## src/rtl/pointer_hub.sv

```systemverilog
// ---------------------------------------------------------------------------
// pointer_hub
//
// Multi-channel pointer aggregator that sits between the PS/2 mouse decoders
// and the processor. Each channel keeps a live cursor built from movement
// packets. On every new_frame pulse the live state is copied into
// frame-stable outputs.
//
// Per-channel behaviour:
//   - cursor kept inside the canvas (clamped, or wrapped when the
//     POINTER_HUB_WRAP_EN macro is defined);
//   - sticky click capture, so a press shorter than a frame is still seen;
//   - idle detection after IDLE_FRAMES snapshots with no accepted packet.
//
// Configuration macro:
//   POINTER_HUB_WRAP_EN  defined -> out-of-range positions wrap around
//                        undefined -> positions saturate at the canvas edges
//
// Ports (channel i of a flattened bus lives at [i*W +: W]):
//   clk_in      in   system clock
//   rst_in      in   asynchronous active-high reset
//   pkt_valid   in   [NUM_CH]          one-cycle strobe per movement packet
//   pkt_dx      in   [NUM_CH*DELTA_W]  signed x delta, positive = right
//   pkt_dy      in   [NUM_CH*DELTA_W]  signed y delta, positive = up
//   pkt_btn     in   [NUM_CH]          left-button state in the packet
//   ch_en       in   [NUM_CH]          channel enable
//   recenter    in   [NUM_CH]          return cursor to X_INIT/Y_INIT
//   new_frame   in   frame-boundary pulse
//   pos_x       out  [NUM_CH*XW]       snapshotted x
//   pos_y       out  [NUM_CH*YW]       snapshotted y
//   click       out  [NUM_CH]          press began during the previous frame
//   held        out  [NUM_CH]          live button state
//   idle        out  [NUM_CH]          no packet for >= IDLE_FRAMES snapshots
//   snap_valid  out  one-cycle pulse after each snapshot
// ---------------------------------------------------------------------------
module pointer_hub #(
    parameter int NUM_CH        = 2,
    parameter int CANVAS_WIDTH  = 360,
    parameter int CANVAS_HEIGHT = 720,
    parameter int DELTA_W       = 9,
    parameter int X_INIT        = 180,
    parameter int Y_INIT        = 360,
    parameter int IDLE_FRAMES   = 60,
    localparam int XW = $clog2(CANVAS_WIDTH),
    localparam int YW = $clog2(CANVAS_HEIGHT)
) (
    input  logic                        clk_in,
    input  logic                        rst_in,
    input  logic [NUM_CH-1:0]           pkt_valid,
    input  logic [NUM_CH*DELTA_W-1:0]   pkt_dx,
    input  logic [NUM_CH*DELTA_W-1:0]   pkt_dy,
    input  logic [NUM_CH-1:0]           pkt_btn,
    input  logic [NUM_CH-1:0]           ch_en,
    input  logic [NUM_CH-1:0]           recenter,
    input  logic                        new_frame,
    output logic [NUM_CH*XW-1:0]        pos_x,
    output logic [NUM_CH*YW-1:0]        pos_y,
    output logic [NUM_CH-1:0]           click,
    output logic [NUM_CH-1:0]           held,
    output logic [NUM_CH-1:0]           idle,
    output logic                        snap_valid
);

    // Signed working width: wide enough that position +/- delta never overflows.
    localparam int MW = (XW > YW) ? XW : YW;
    localparam int AW = ((MW > DELTA_W) ? MW : DELTA_W) + 2;
    localparam int CW = $clog2(IDLE_FRAMES + 1);

    localparam logic signed [AW-1:0] W_S  = AW'(CANVAS_WIDTH);
    localparam logic signed [AW-1:0] H_S  = AW'(CANVAS_HEIGHT);
    localparam logic signed [AW-1:0] XMAX = AW'(CANVAS_WIDTH - 1);
    localparam logic signed [AW-1:0] YMAX = AW'(CANVAS_HEIGHT - 1);
    localparam logic [XW-1:0]        X0   = XW'(X_INIT);
    localparam logic [YW-1:0]        Y0   = YW'(Y_INIT);
    localparam logic [CW-1:0]        IDLE_MAX = CW'(IDLE_FRAMES);

    // A single wrap correction is only enough if one delta cannot span a canvas.
    if ((1 << (DELTA_W - 1)) >= CANVAS_WIDTH || (1 << (DELTA_W - 1)) >= CANVAS_HEIGHT) begin : g_bad_delta
        $error("pointer_hub: 2^(DELTA_W-1) must be below both canvas dimensions");
    end
    if (IDLE_FRAMES < 1) begin : g_bad_idle
        $error("pointer_hub: IDLE_FRAMES must be at least 1");
    end

    for (genvar i = 0; i < NUM_CH; i++) begin : g_ch
        logic [XW-1:0]          live_x, snap_x, fit_x;
        logic [YW-1:0]          live_y, snap_y, fit_y;
        logic                   btn_q, click_pend, click_q, idle_q;
        logic [CW-1:0]          idle_cnt, idle_nxt;
        logic                   accept, rise;
        logic [DELTA_W-1:0]     raw_dx, raw_dy;
        logic signed [AW-1:0]   nx, ny;

        assign raw_dx = pkt_dx[i*DELTA_W +: DELTA_W];
        assign raw_dy = pkt_dy[i*DELTA_W +: DELTA_W];
        assign accept = pkt_valid[i] & ch_en[i];
        assign rise   = accept & pkt_btn[i] & ~btn_q;

        // Candidate position; screen y grows downward, so the PS/2 dy is subtracted.
        always_comb begin
            nx = $signed({{(AW-XW){1'b0}}, live_x})
               + $signed({{(AW-DELTA_W){raw_dx[DELTA_W-1]}}, raw_dx});
            ny = $signed({{(AW-YW){1'b0}}, live_y})
               - $signed({{(AW-DELTA_W){raw_dy[DELTA_W-1]}}, raw_dy});
`ifdef POINTER_HUB_WRAP_EN
            if (nx[AW-1])        nx = nx + W_S;
            else if (nx > XMAX)  nx = nx - W_S;
            if (ny[AW-1])        ny = ny + H_S;
            else if (ny > YMAX)  ny = ny - H_S;
`else
            if (nx[AW-1])        nx = '0;
            else if (nx > XMAX)  nx = XMAX;
            if (ny[AW-1])        ny = '0;
            else if (ny > YMAX)  ny = YMAX;
`endif
            fit_x = nx[XW-1:0];
            fit_y = ny[YW-1:0];
        end

        // NOTE: every branch assigns idle_nxt, so no latch is inferred.
        always_comb begin
            if (accept)                     idle_nxt = '0;
            else if (idle_cnt == IDLE_MAX)  idle_nxt = idle_cnt;
            else                            idle_nxt = idle_cnt + CW'(1);
        end

        // NOTE: non-blocking assignments keep every register reading pre-edge values.
        always_ff @(posedge clk_in or posedge rst_in) begin
            if (rst_in) begin
                live_x     <= X0;
                live_y     <= Y0;
                snap_x     <= X0;
                snap_y     <= Y0;
                btn_q      <= 1'b0;
                click_pend <= 1'b0;
                click_q    <= 1'b0;
                idle_cnt   <= IDLE_MAX;
                idle_q     <= 1'b1;
            end else begin
                // Recenter wins over a same-cycle packet for position only.
                if (recenter[i]) begin
                    live_x <= X0;
                    live_y <= Y0;
                end else if (accept) begin
                    live_x <= fit_x;
                    live_y <= fit_y;
                end

                if (!ch_en[i]) begin
                    btn_q      <= 1'b0;
                    click_pend <= 1'b0;
                end else begin
                    if (accept)
                        btn_q <= pkt_btn[i];
                    // A same-cycle edge goes straight into click, so the pending flag clears.
                    if (new_frame)
                        click_pend <= 1'b0;
                    else if (rise)
                        click_pend <= 1'b1;
                end

                if (accept || new_frame)
                    idle_cnt <= idle_nxt;

                if (new_frame) begin
                    snap_x  <= live_x;
                    snap_y  <= live_y;
                    click_q <= ch_en[i] & (click_pend | rise);
                    idle_q  <= (idle_nxt == IDLE_MAX);
                end
            end
        end

        assign pos_x[i*XW +: XW] = snap_x;
        assign pos_y[i*YW +: YW] = snap_y;
        assign click[i]          = click_q;
        assign held[i]           = btn_q;
        assign idle[i]           = idle_q;
    end

    always_ff @(posedge clk_in or posedge rst_in) begin
        if (rst_in) snap_valid <= 1'b0;
        else        snap_valid <= new_frame;
    end

endmodule
```

## config.mk

```make
export PLATFORM = sky130hd
export DESIGN_NAME = pointer_hub
export DESIGN_NICKNAME = d
export VERILOG_FILES = /design/src/rtl/pointer_hub.sv
export SDC_FILE = /design/constraint.sdc
export NUM_CORES = 1
export LEC_CHECK = 0
export ABC_AREA = 1
export BUFFER_PORTS_ARGS = -buffer_cell sky130_fd_sc_hd__buf_2
export CORE_MARGIN = 1
export CORE_UTILIZATION = 53
export DETAILED_ROUTE_END_ITERATION = 16
export PLACE_DENSITY = 0.77
export SETUP_SLACK_MARGIN = 0.05
export SLEW_MARGIN = 40
export SYNTH_ARGS = -nofsm -noshare
export SYNTH_HDL_FRONTEND = slang
export SYNTH_SLANG_ARGS = --single-unit
```

## constraint.sdc

```tcl
create_clock -name clk_in -period 2.7 [get_ports clk_in]
set_input_delay 0.135 -clock clk_in [delete_from_list [all_inputs] [get_ports clk_in]]
set_output_delay 0.135 -clock clk_in [all_outputs]
set_load 0.01 [all_outputs]
```

Word-level counts from Yosys, hierarchy flattened. Cells that the tools add are included.

$add $sub $neg: 6. $lt $le $gt $ge: 4. Equal/unequal tests: 8. Mux-type cells: 30. Bitwise gates (word level): 12. Reductions and logical operators: 4.

Operators by type and width (count): $mux 10 (8); $mux 9 (8); $eq 6x6->1 const B (4); $gt 12x11->1 const B (2); $mux 6 (4); $sub 11x9->12 (2); $add 10x9->11 (2); $gt 11x10->1 const B (2); $add 6x1->6 const B (2); $mux 1 (10); $and 1x1->1 (8); $ne 3x1->1 const B (2); $ne 2x1->1 const B (2); $reduce_bool 2->1 (2); $logic_or 1x1->1 (2); $not 1->1 (2); $or 1x1->1 (2).

Register bits after elaboration: 97. Bits of input ports: 47. Logic and storage cells: 83.

Logic depth before layout (Yosys ltp). Gate-level depths: netlist of the first run.

Word-level depth: 6. Depth in mapped cells: 17. Gate-level depth less buffers: 17.

Least setup slack after synthesis of the first run. OpenSTA, ideal clock, no wires.

Path kind: register to register. From: register g_ch[1].live_y[0]. To: register g_ch[1].live_y[2]. Setup time: 0.117 ns. Arrival: 1.867 ns. Required time: 2.583 ns. Slack: 0.717 ns. Stages on the path, launching flop included: 17. Buffers on the path: 0. Clock period less this slack: 1.983 ns. Path through: dfrtp_1 inv_1 ha_1 inv_1 fa_1 nand3_1 nand2_1 nand2_1 nand2_1 nand3_1 nand3_1 nand2_1 nand2_1 nand2_2 nand3_1 nand2_1 nand2_1.

Longest elaborated chain between the ends: 6.

RTL lines: start: declaration (line 87) `logic [YW-1:0] live_y, snap_y, fit_y;`; start signal: assignment (line 146) `live_y <= fit_y;`; $sub 11x9->12 * (line 104) `- $signed({{(AW-DELTA_W){raw_dy[DELTA_W-1]}}, raw_dy});`; $gt 12x11->1 (line 114) `else if (ny > YMAX) ny = YMAX;`; $mux 10 (line 114); $mux 10 * (line 113) `if (ny[AW-1]) ny = '0;`; $mux 10 * (line 144) `end else if (accept) begin`; $mux 10 * (line 141) `if (recenter[i]) begin`.

Every way passes the cells marked *; elsewhere a longest branch is shown, timed or not. The select of a mux whose other input is x is not followed. A chain may end at the register's enable or synchronous reset.

Worst setup path after layout of the first run.
From: register g_ch[1].live_y[0]. To: register g_ch[1].live_y[8].

The elaborated chain is that of the path after synthesis.

==> results of run 1 <==
registers in the layout, summed over array words and instances, names as in the netlist:
register / flops
g_ch.idle_cnt: 12
g_ch.btn_q: 2
g_ch.snap_y: 20
g_ch.live_y: 20
g_ch.snap_x: 18
g_ch.live_x: 18
g_ch.click_pend: 2
snap_valid: 1
g_ch.idle_q: 2
g_ch.click_q: 2
synthesized netlist by cell type, drive strengths merged:
cell / count / area, um2
o22ai: 3 / 18.8
or2: 2 / 12.5
xor2: 6 / 52.6
nor3: 9 / 60.1
o21ai: 58 / 302
buf: 7 / 56.3
ha: 46 / 576
dfstp: 42 / 1100
xnor2: 9 / 78.8
nand3: 77 / 428
nor2: 49 / 241
nand3b: 7 / 52.6
inv: 130 / 490
clkbuf: 13 / 58.8
o31ai: 1 / 7.51
a21oi: 41 / 258
nand4: 19 / 140
o21bai: 3 / 22.5
nand2: 358 / 1410
dfrtp: 55 / 1380
fa: 4 / 80.1
stage by stage:
step	util (%)	cell area, um2	cells	setup slack [ns]	hold slack (ns)
2_1_floorplan	-	6830	939	0.101	0.166
3_5_place_dp	59.1	7430	1186	0.527	0.270
3_3_place_gp	59.1	7430	1186	0.567	0.266
4_1_cts	61.3	7700	1203	0.501	0.0692
6_report	61.3	7700	1203	0.503	0.0744
5_1_grt	61.3	7700	1203	0.288	0.106
layer usage:
layer	track usage [%]	up-vias	share of wire, %
met5	0	-	0
met4	7.10	0	1.2
met3	3.14	13	2.6
met2	41.4	93	47
met1	33.2	2841	49
li1	-	3160	-
area by class of cell:
class	count	area (um2)
fillers	1186	4870
multi-input cells	692	3740
flip-flops and latches	97	2480
repair buffers	96	508
inverters	130	495
clock buffers	13	240
well taps	172	215
clock inverters	3	18.8
worst paths after layout:
path | slack [ns] | depth (start not counted) | startpoint | to
worst min register to register | 0.46 | 2 | g_ch[0].snap_x[7] | g_ch[0].snap_x[7]
min in group asynchronous | 0.44 | 3 | rst_in | g_ch[1].live_x[3]
worst min-delay path | 0.07 | 3 | pkt_btn[1] | g_ch[1].btn_q
worst max-delay path | 0.50 | 15 | g_ch[1].live_y[0] | g_ch[1].live_y[8]
worst max register to register | 0.50 | 15 | g_ch[1].live_y[0] | g_ch[1].live_y[8]
max in group asynchronous | 1.52 | 4 | rst_in | g_ch[0].snap_y[5]
worst max-delay path, cell delays in order, from the launching register on:
cell and delay [ns]:
dfrtp_1 0.38, inv_1 0.07, ha_1 0.13, inv_1 0.07
fa_1 0.42, nand3_1 0.11, nand2_1 0.09, nand2_1 0.09
nand2_1 0.06, nand3_1 0.09, nand3_1 0.10, nand2_1 0.08
nand2_1 0.06, nand2_2 0.12, nand2_2 0.08, o21ai_1 0.17
cells by family after synthesis:
kind of cell | share of synthesized area [%]
flip-flops | 36.3
AND/OR/NAND/NOR | 34.4
buffers and inverters | 8.87
AO/OA/AOI/OAI | 8.90
XOR/XNOR | 1.92
adder cells (fa/ha/maj) | 9.60
power breakdown:
part	internal, mW	switching, mW
clock network	0.625	0.518
logic	0.433	0.764
registers	1.61	0.0953
==> impl_summary.txt, run 1 <==
----------------------------------------------------
[Layout]
  Share of final-layout standard cells stronger than drive strength 1 ... 19.7%
  Number of antenna diodes ... 0
  Final Net Count ... 1,123
  Most common library cell in the layout ignoring fill and taps ... nand2_1
  Layout area overhead ... 12.8%
  Commonest cells after routing, fill and taps aside ... 340 x nand2_1, 123 x inv_1, 91 x buf_2

[Power and ir drop]
  Total power density per cell area ... 526 nW/um2
  Design Power ... 4.05 mW
  Worst IR Drop VDD ... 323 uV
  Static leakage ... 4.21 nW

[Placed design]
  Detailed-placement wirelength estimate ... 12,000 um
  Routability-driven placement congestion ratio ... 0.897
  Total of buffers placed on input and output ports ... 91

[Routing]
  Count of routing violations after the opening detailed-route iteration ... 268
  WL per Instance ... 12.8 um
  Total via count after detailed routing ... 6,107
  Wire length after detailed routing ... 15,400 um
  TritonRoute pass-1 iters ... 5
  Number of remaining DRC errors ... 0
  Detail-routed via count per cell ... 5.08
  Post-route antenna net violation count ... 0

[Die]
  Starting density of the core ... 54.3%
  I/O pin count ... 92
  Die area ... 13,300 um2
  Horizontal extent of the die ... 116 um
  Die Y-Extent ... 116 um
  CORE AREA ... 12,600 um2
  Cell row count ... 41

[Clock network]
  TritonCTS clock tree ... done
  Post-CTS Resized ... 0
  Clock Tree Root ... clkbuf_16
  # hold bufs at CTS ... 1
  CTS buffer count ... 9
  Sink Count ... 97
  Latest clock arrival within the worst-skew pair ... 0.34 ns
  Max clock buf depth ... 2
  Clock transition at path regs ... 0.06 ns
  CTS H-tree depth ... 3
  Post-CTS Setup Repair Bufs ... 0

[STA]
  Unrepaired setup endpoints after global routing ... no
  Setup-violating endpoint count in the final report ... 0
  Pin slew with the least headroom to its limit ... 0.624 ns
  Setup TNS Final ... 0 ns
  Post-route minimum period ... 2.20 ns
  Count of final max-slew check failures ... 0
  Post-route clock skew ... 0.00902 ns
  Max Freq ... 0.455 GHz
  Slew margin rel. ... 58.4%
  Final period utilization ... 81.4%
  Final Hold Viols ... 0

[Synth]
  Synthesized netlist cell count ... 939
  Post-Syn Nets ... 1,036
  Post-Synthesis Cell Area ... 6830 um2
  Synthesis Warnings ... 0
  Register area share after synthesis ... 36.3%
  Total of flip-flops plus latches after synthesis ... 97
  Post-synthesis cell type count ... 39
  Syn_area_per_cell ... 7.27 um2

[Global routing]
  Final global-route overflow total ... 0
  Pin count of the biggest net entering global routing ... 60
  Via count of the first global-routing pass ... 5,724
  Global-route wire length before repair ... 25,900 um
  Total routing resource utilization after global routing ... 24.6%
  Initial antenna violation count ... 0

[Status]
  Outcome ... complete, no violations

[Setup path]
  Worst endpoint data arrival time ... 2.46 ns
  Critical path class ... flop to flop
  Critical Path Source Type ... flop
  Largest fanout of any net on the critical path ... 7
  Endpoint class of the critical path ... flop
  WP data required ... 2.96 ns

[Worst hold path]
  Type of the worst min-delay path ... primary input to flop

[Run]
  Max Cap Violations ... 0

----------------------------------------------------
Note: power is estimated with default switching activity, not from simulation.
==> run 2, diff against run 1 <==
--- a/config.mk
+++ b/config.mk
@@ -8,7 +8,7 @@
 export ABC_AREA = 1
 export BUFFER_PORTS_ARGS = -buffer_cell sky130_fd_sc_hd__buf_2
 export CORE_MARGIN = 1
-export CORE_UTILIZATION = 53
+export CORE_UTILIZATION = 55
 export DETAILED_ROUTE_END_ITERATION = 16
 export PLACE_DENSITY = 0.77
 export SETUP_SLACK_MARGIN = 0.05
==> constraint.sdc (replaced) <==
create_clock -name clk_in -period 2.3 [get_ports clk_in]
set_input_delay 0.115 -clock clk_in [delete_from_list [all_inputs] [get_ports clk_in]]
set_output_delay 0.115 -clock clk_in [all_outputs]
set_load 0.01 [all_outputs]
==> run 2 against run 1 <==
Compared with the run above:
- power increased by 24%
- count of clock-buffer cells in the layout decreased by 1
- sequential cell count unchanged
- largest cell class unchanged
- highest routed layer unchanged
==> impl_summary.txt, run 2 (synthesis results as in run 1) <==
----------------------------------------------------
[Setup path]
  Worst endpoint data arrival time ... 2.42 ns
  Crit-path leading delay family ... simple AND/OR/NAND/NOR gates
  WP data required ... 2.53 ns
  Largest fanout of any net on the critical path ... 8
  Critical Path Source Type ... flop
  Cell chain of the critical path ... inv_2, ha_2, inv_2, fa_2, nand3_1, nand2_2, xnor2_2, nand3_1, nand3_2, nand2_2, nand2_4, nand3_2, nand2_1, nand2_1
  Endpoint class of the critical path ... flop
  Critical path class ... flop to flop
  Buffers plus inverters on the worst setup path ... 2
  Stage delay of the slowest cell on the critical path ... 0.43 ns
  Slowest CP cell ... fa_2

[Clock network]
  CTS buffer count ... 9
  Clock transition at path regs ... 0.06 ns
  Sink Count ... 97
  Clock Tree Root ... clkbuf_16
  TritonCTS clock tree ... done
  CTS H-tree depth ... 3
  Max clock buf depth ... 2
  Latest clock arrival within the worst-skew pair ... 0.35 ns

[Layout]
  Number of antenna diodes ... 0
  Commonest cells after routing, fill and taps aside ... 333 x nand2_1, 119 x inv_1, 91 x buf_2
  Final Net Count ... 1,128
  Post-Layout Inst Area ... 7920 um2
  Largest registers ... g_ch.live_y: 20 flops, g_ch.snap_y: 20 flops
  Final core utilization ... 65.7%
  Share of final-layout standard cells stronger than drive strength 1 ... 23.7%
  Layout area overhead ... 16.0%
  Fillers ... 1,068
  Final non-filler cell total ... 1,204
  Most common library cell in the layout ignoring fill and taps ... nand2_1

[Die]
  CORE AREA ... 12,100 um2
  Cell row count ... 40
  Die Y-Extent ... 113 um
  I/O pin count ... 92
  Die area ... 12,900 um2
  Starting density of the core ... 56.6%
  Horizontal extent of the die ... 113 um

[Power and ir drop]
  Combinational Power Share ... 29.3%
  Static leakage ... 4.27 nW
  Switching Share ... 33.2%
  Total power density per cell area ... 636 nW/um2
  Total net switching power ... 1.67 mW
  Worst IR Drop VDD ... 432 uV
  Int Pwr ... 3.37 mW
  Design Power ... 5.04 mW
  Share of power burned in registers ... 39.8%
  Clock group share of total power ... 30.9%

[STA]
  Unrepaired setup endpoints after global routing ... yes
  Count of final max-slew check failures ... 0
  Final Hold Viols ... 0
  Slew margin rel. ... 62.1%
  Pin slew with the least headroom to its limit ... 0.569 ns
  Max Freq ... 0.458 GHz
  Setup TNS Final ... 0 ns
  Setup-violating endpoint count in the final report ... 0
  Final period utilization ... 95.0%
  Post-route clock skew ... 0.00802 ns
  Post-route minimum period ... 2.18 ns
  Setup ws final ... 0.115 ns
  Hold_ws ... 0.0512 ns

[Placed design]
  Routability-driven placement congestion ratio ... 0.970
  Detailed-placement wirelength estimate ... 11,700 um
  Post-place setup slack ... 0.105 ns
  Count of placed standard cells including taps ... 1,184
  Total placed instance area ... 7440 um2
  Total of buffers placed on input and output ports ... 91

[Routing]
  Detail-routed via count per cell ... 5.06
  WL per Instance ... 12.8 um
  Count of routing violations after the opening detailed-route iteration ... 298
  Post-route antenna net violation count ... 0
  TritonRoute pass-1 iters ... 5
  Wire length after detailed routing ... 15,400 um
  Number of remaining DRC errors ... 0
  Total via count after detailed routing ... 6,095

[Status]
  Outcome ... complete, no violations

[Global routing]
  Met1 capacity usage during global routing ... 34.5%
  Initial antenna violation count ... 0
  Pin count of the biggest net entering global routing ... 78
  Final global-route overflow total ... 0
  Global-route wire length before repair ... 25,400 um
  Total routing resource utilization after global routing ... 24.7%
  Busiest metal layer after global routing ... met2
  Met2 Usage GRT ... 39.7%
  Via count of the first global-routing pass ... 5,499
  GR Util met3 ... 4.68%

[Run]
  Max Cap Violations ... 0

[Worst hold path]
  Type of the worst min-delay path ... primary input to flop

----------------------------------------------------
## run 2: cell types whose count changed in the layout (fill, tap and decap cells not counted), sizes merged
cell and delta:
bufinv +1, inv -1, clkinvlp +3, clkinv -2, buf +5, clkbuf -1
## run 2: path summary, 6_finish.rpt
path	start	to	slack [ns]	depth (start not counted)
max	g_ch[0].live_y[0]	g_ch[0].live_y[2]	0.12	14
min in group asynchronous	rst_in	g_ch[1].click_q	0.34	3
max reg2reg	g_ch[0].live_y[0]	g_ch[0].live_y[2]	0.12	14
min	pkt_btn[0]	g_ch[0].btn_q	0.05	3
max in group asynchronous	rst_in	g_ch[1].live_y[3]	1.20	4
min reg2reg	g_ch[0].snap_y[3]	g_ch[0].snap_y[3]	0.46	2
## run 2: area by class of cell
type / count / area [um2] / share of cell area, %
inverters: 130 / 497 / 6.27
well taps: 168 / 210 / 2.65
clock inverters: 4 / 50.0 / 0.632
clock buffers: 12 / 267 / 3.36
flip-flops and latches: 97 / 2480 / 31.3
repair buffers: 101 / 546 / 6.89
multi-input cells: 692 / 3870 / 48.9
## run 2: worst reg2reg max path: stages, from the launching register on
cell     delay [ns]
dfrtp_1        0.39
inv_2          0.07
ha_2           0.16
inv_2          0.06
fa_2           0.43
nand3_1        0.12
nand2_2        0.07
xnor2_2        0.18
nand3_1        0.11
nand3_2        0.08
nand2_2        0.07
nand2_4        0.13
nand3_2        0.08
nand2_1        0.09
nand2_1        0.05
## run 2: what timing repair did
action | in CTS | in global routing
hold buffers | 1 | 0
endpoints found under the hold margin | 15 | 0
gates resized for setup | 0 | 41
setup buffers | 0 | 3
endpoints found under the setup margin | 0 | 31
## run 2: power groups by stage
stage | Combinational [mW] | Sequential, mW | Clock (mW)
floorplan | 1.04 | 2.03 | 0
global placement | 1.39 | 2.03 | 0
detailed placement | 1.40 | 2.03 | 0
CTS | 1.41 | 2.00 | 1.59
global route | 1.68 | 2.02 | 1.66
finish | 1.48 | 2.00 | 1.56
## run 2: routing by layer
layer	vias up	part of all wire, %
met5	-	0
met4	0	1.3
met3	18	4.9
met2	142	46
met1	2764	47
li1	3171	-
==> run 3, diff against run 2 <==
--- a/config.mk
+++ b/config.mk
@@ -9,6 +9,7 @@
 export BUFFER_PORTS_ARGS = -buffer_cell sky130_fd_sc_hd__buf_2
 export CORE_MARGIN = 1
 export CORE_UTILIZATION = 55
+export CTS_BUF_LIST = sky130_fd_sc_hd__clkbuf_8
 export DETAILED_ROUTE_END_ITERATION = 16
 export PLACE_DENSITY = 0.77
 export SETUP_SLACK_MARGIN = 0.05
==> run 3 against run 2 <==
Compared with the run above:
- first-iteration DRC count rose by 12%
- design area is 0.98% lower
- via count stayed put
- die area did not move
- count of clock-buffer cells in the layout did not move
- global-route usage decreased by 0.48 points
- final cell count about the same
- power decreased by 7.6%
- wire length down 0.76%
- sequential share of layout area grew 0.31 points
- hold slack got worse by 0.029 ns
==> impl_summary.txt, run 3 (synthesis results as in run 1) <==
----------------------------------------------------
[Power and ir drop]
  Combinational Power Share ... 31.9%
  Total net switching power ... 1.63 mW
  Static leakage ... 4.23 nW
  Share of power burned in registers ... 43.0%
  Int Pwr ... 3.03 mW
  Worst IR Drop VDD ... 462 uV
  Clock group share of total power ... 25.1%
  Total power density per cell area ... 594 nW/um2
  Switching Share ... 34.9%
  Design Power ... 4.66 mW

[Layout]
  Most common library cell in the layout ignoring fill and taps ... nand2_1
  Final Net Count ... 1,129
  Area of the multi-input gates ... 3890 um2
  Largest registers ... g_ch.live_y: 20 flops, g_ch.snap_y: 20 flops
  Combined flip-flop and latch cell area ... 2480 um2
  Number of antenna diodes ... 0
  Final core utilization ... 65.0%
  Post-Layout Inst Area ... 7840 um2
  Share of final-layout standard cells stronger than drive strength 1 ... 23.9%
  Fillers ... 1,066
  Commonest cells after routing, fill and taps aside ... 333 x nand2_1, 120 x inv_1, 91 x buf_2
  Layout area overhead ... 14.9%

[Die]
  Starting density of the core ... 56.6%
  Horizontal extent of the die ... 113 um
  Die Y-Extent ... 113 um
  Die area ... 12,900 um2
  Cell row count ... 40
  I/O pin count ... 92
  CORE AREA ... 12,100 um2

[Routing]
  Detail-routed via count per cell ... 5.06
  Total via count after detailed routing ... 6,095
  Post-route antenna net violation count ... 0
  TritonRoute pass-1 iters ... 5
  WL per Instance ... 12.6 um
  Count of routing violations after the opening detailed-route iteration ... 333
  Number of remaining DRC errors ... 0
  Wire length after detailed routing ... 15,200 um

[Clock network]
  CTS H-tree depth ... 3
  Clock Tree Root ... clkbuf_8
  CTS buffer count ... 9
  Max clock buf depth ... 2
  TritonCTS clock tree ... done
  Sink Count ... 97
  Clock transition at path regs ... 0.09 ns
  Latest clock arrival within the worst-skew pair ... 0.37 ns

[Setup path]
  Worst r2r dst ... g_ch[1].live_y[7]
  Endpoint class of the critical path ... flop
  Setup slack on the worst flop-to-flop path ... 0.12 ns
  WP data required ... 2.56 ns
  Worst endpoint data arrival time ... 2.43 ns
  Critical path class ... flop to flop
  Critical Path Source Type ... flop
  R2r startpoint ... g_ch[1].live_y[3]
  Depth of the worst register-to-register path ... 9
  Largest fanout of any net on the critical path ... 8

[STA]
  Unrepaired setup endpoints after global routing ... yes
  Hold_ws ... 0.0224 ns
  Post-route minimum period ... 2.18 ns
  Count of final max-slew check failures ... 0
  Final period utilization ... 94.6%
  Setup TNS Final ... 0 ns
  Pin slew with the least headroom to its limit ... 0.569 ns
  Slew margin rel. ... 62.1%
  Setup-violating endpoint count in the final report ... 0
  Max Freq ... 0.460 GHz
  Post-route clock skew ... 0.0172 ns
  Final Hold Viols ... 0

[Global routing]
  Via count of the first global-routing pass ... 5,410
  Global-route wire length before repair ... 25,100 um
  Pin count of the biggest net entering global routing ... 78
  Total routing resource utilization after global routing ... 24.3%
  Final global-route overflow total ... 0
  Initial antenna violation count ... 0

[Worst hold path]
  Origin of the worst min-delay path ... pkt_btn[0]
  Endpoint with the worst hold slack ... g_ch[0].btn_q
  Type of the worst min-delay path ... primary input to flop
  Number of cells traversed by the worst hold path ... 3

[Placed design]
  Routability-driven placement congestion ratio ... 0.970
  Detailed-placement wirelength estimate ... 11,700 um
  Total of buffers placed on input and output ports ... 91
  Total placed instance area ... 7440 um2

[Status]
  Outcome ... complete, no violations

[Run]
  Max Cap Violations ... 0

----------------------------------------------------
run 3: layout make-up:
| cell class | instances | share of cell area, % |
|---|---|---|
| clock inverter | 4 | 0.638 |
| tap | 168 | 2.68 |
| timing repair buffer | 102 | 7.05 |
| multi-input combinational | 692 | 49.6 |
| sequential | 97 | 31.6 |
| inverter | 130 | 6.33 |
| clock buffer | 12 | 2.11 |
run 3: worst max-delay path by stage:
stage | startpoint | endpoint | slack [ns] | depth (start not counted)
global route | g_ch[0].live_y[0] | g_ch[0].live_y[1] | 0.02 | 15
CTS | g_ch[1].live_y[0] | g_ch[1].live_y[7] | 0.10 | 16
finish | g_ch[1].live_y[3] | g_ch[1].live_y[7] | 0.12 | 9
detailed placement | g_ch[1].live_y[0] | g_ch[1].live_y[2] | 0.11 | 16
floorplan | g_ch[1].live_y[0] | g_ch[1].live_y[2] | 0.32 | 16
global placement | g_ch[0].live_y[0] | g_ch[0].live_y[2] | 0.19 | 14
run 3: timing repair:
action	CTS	global route
endpoints found under the setup margin	0	33
hold buffers	1	0
setup buffers	0	4
endpoints found under the hold margin	15	0
resized for setup	0	38
run 3: through the flow:
step,setup slack [ns],std cells
CTS,0.102,1201
floorplan,0.317,939
finish,0.125,1205
global placement,0.188,1184
detailed placement,0.105,1184
global route,0.0186,1205
run 3: per-layer routing:
layer | wire length (um) | up-vias | global-route usage [%]
li1 | - | 3173 | -
met1 | 7390 | 2765 | 34.6
met2 | 7040 | 142 | 39.0
met3 | 613 | 15 | 3.72
met4 | 197 | 0 | 5.88
met5 | 0 | - | 0
run 3: critical path: stages (launching register included):
cell	delay, ns
dfstp_2	0.58
ha_1	0.29
a21oi_1	0.28
o21ai_0	0.13
nand2_1	0.08
nand4_1	0.15
a21oi_4	0.33
nand3_1	0.13
nand2_1	0.07
nand2_1	0.04
run 3: power by group through the flow:
stage / Sequential [mW] / Combinational, mW / Clock (mW)
after detailed placement: 2.03 / 1.40 / 0
after CTS: 2.00 / 1.41 / 1.20
final: 2.00 / 1.49 / 1.17
after global placement: 2.03 / 1.39 / 0
after floorplan: 2.03 / 1.04 / 0
after global routing: 2.02 / 1.68 / 1.27
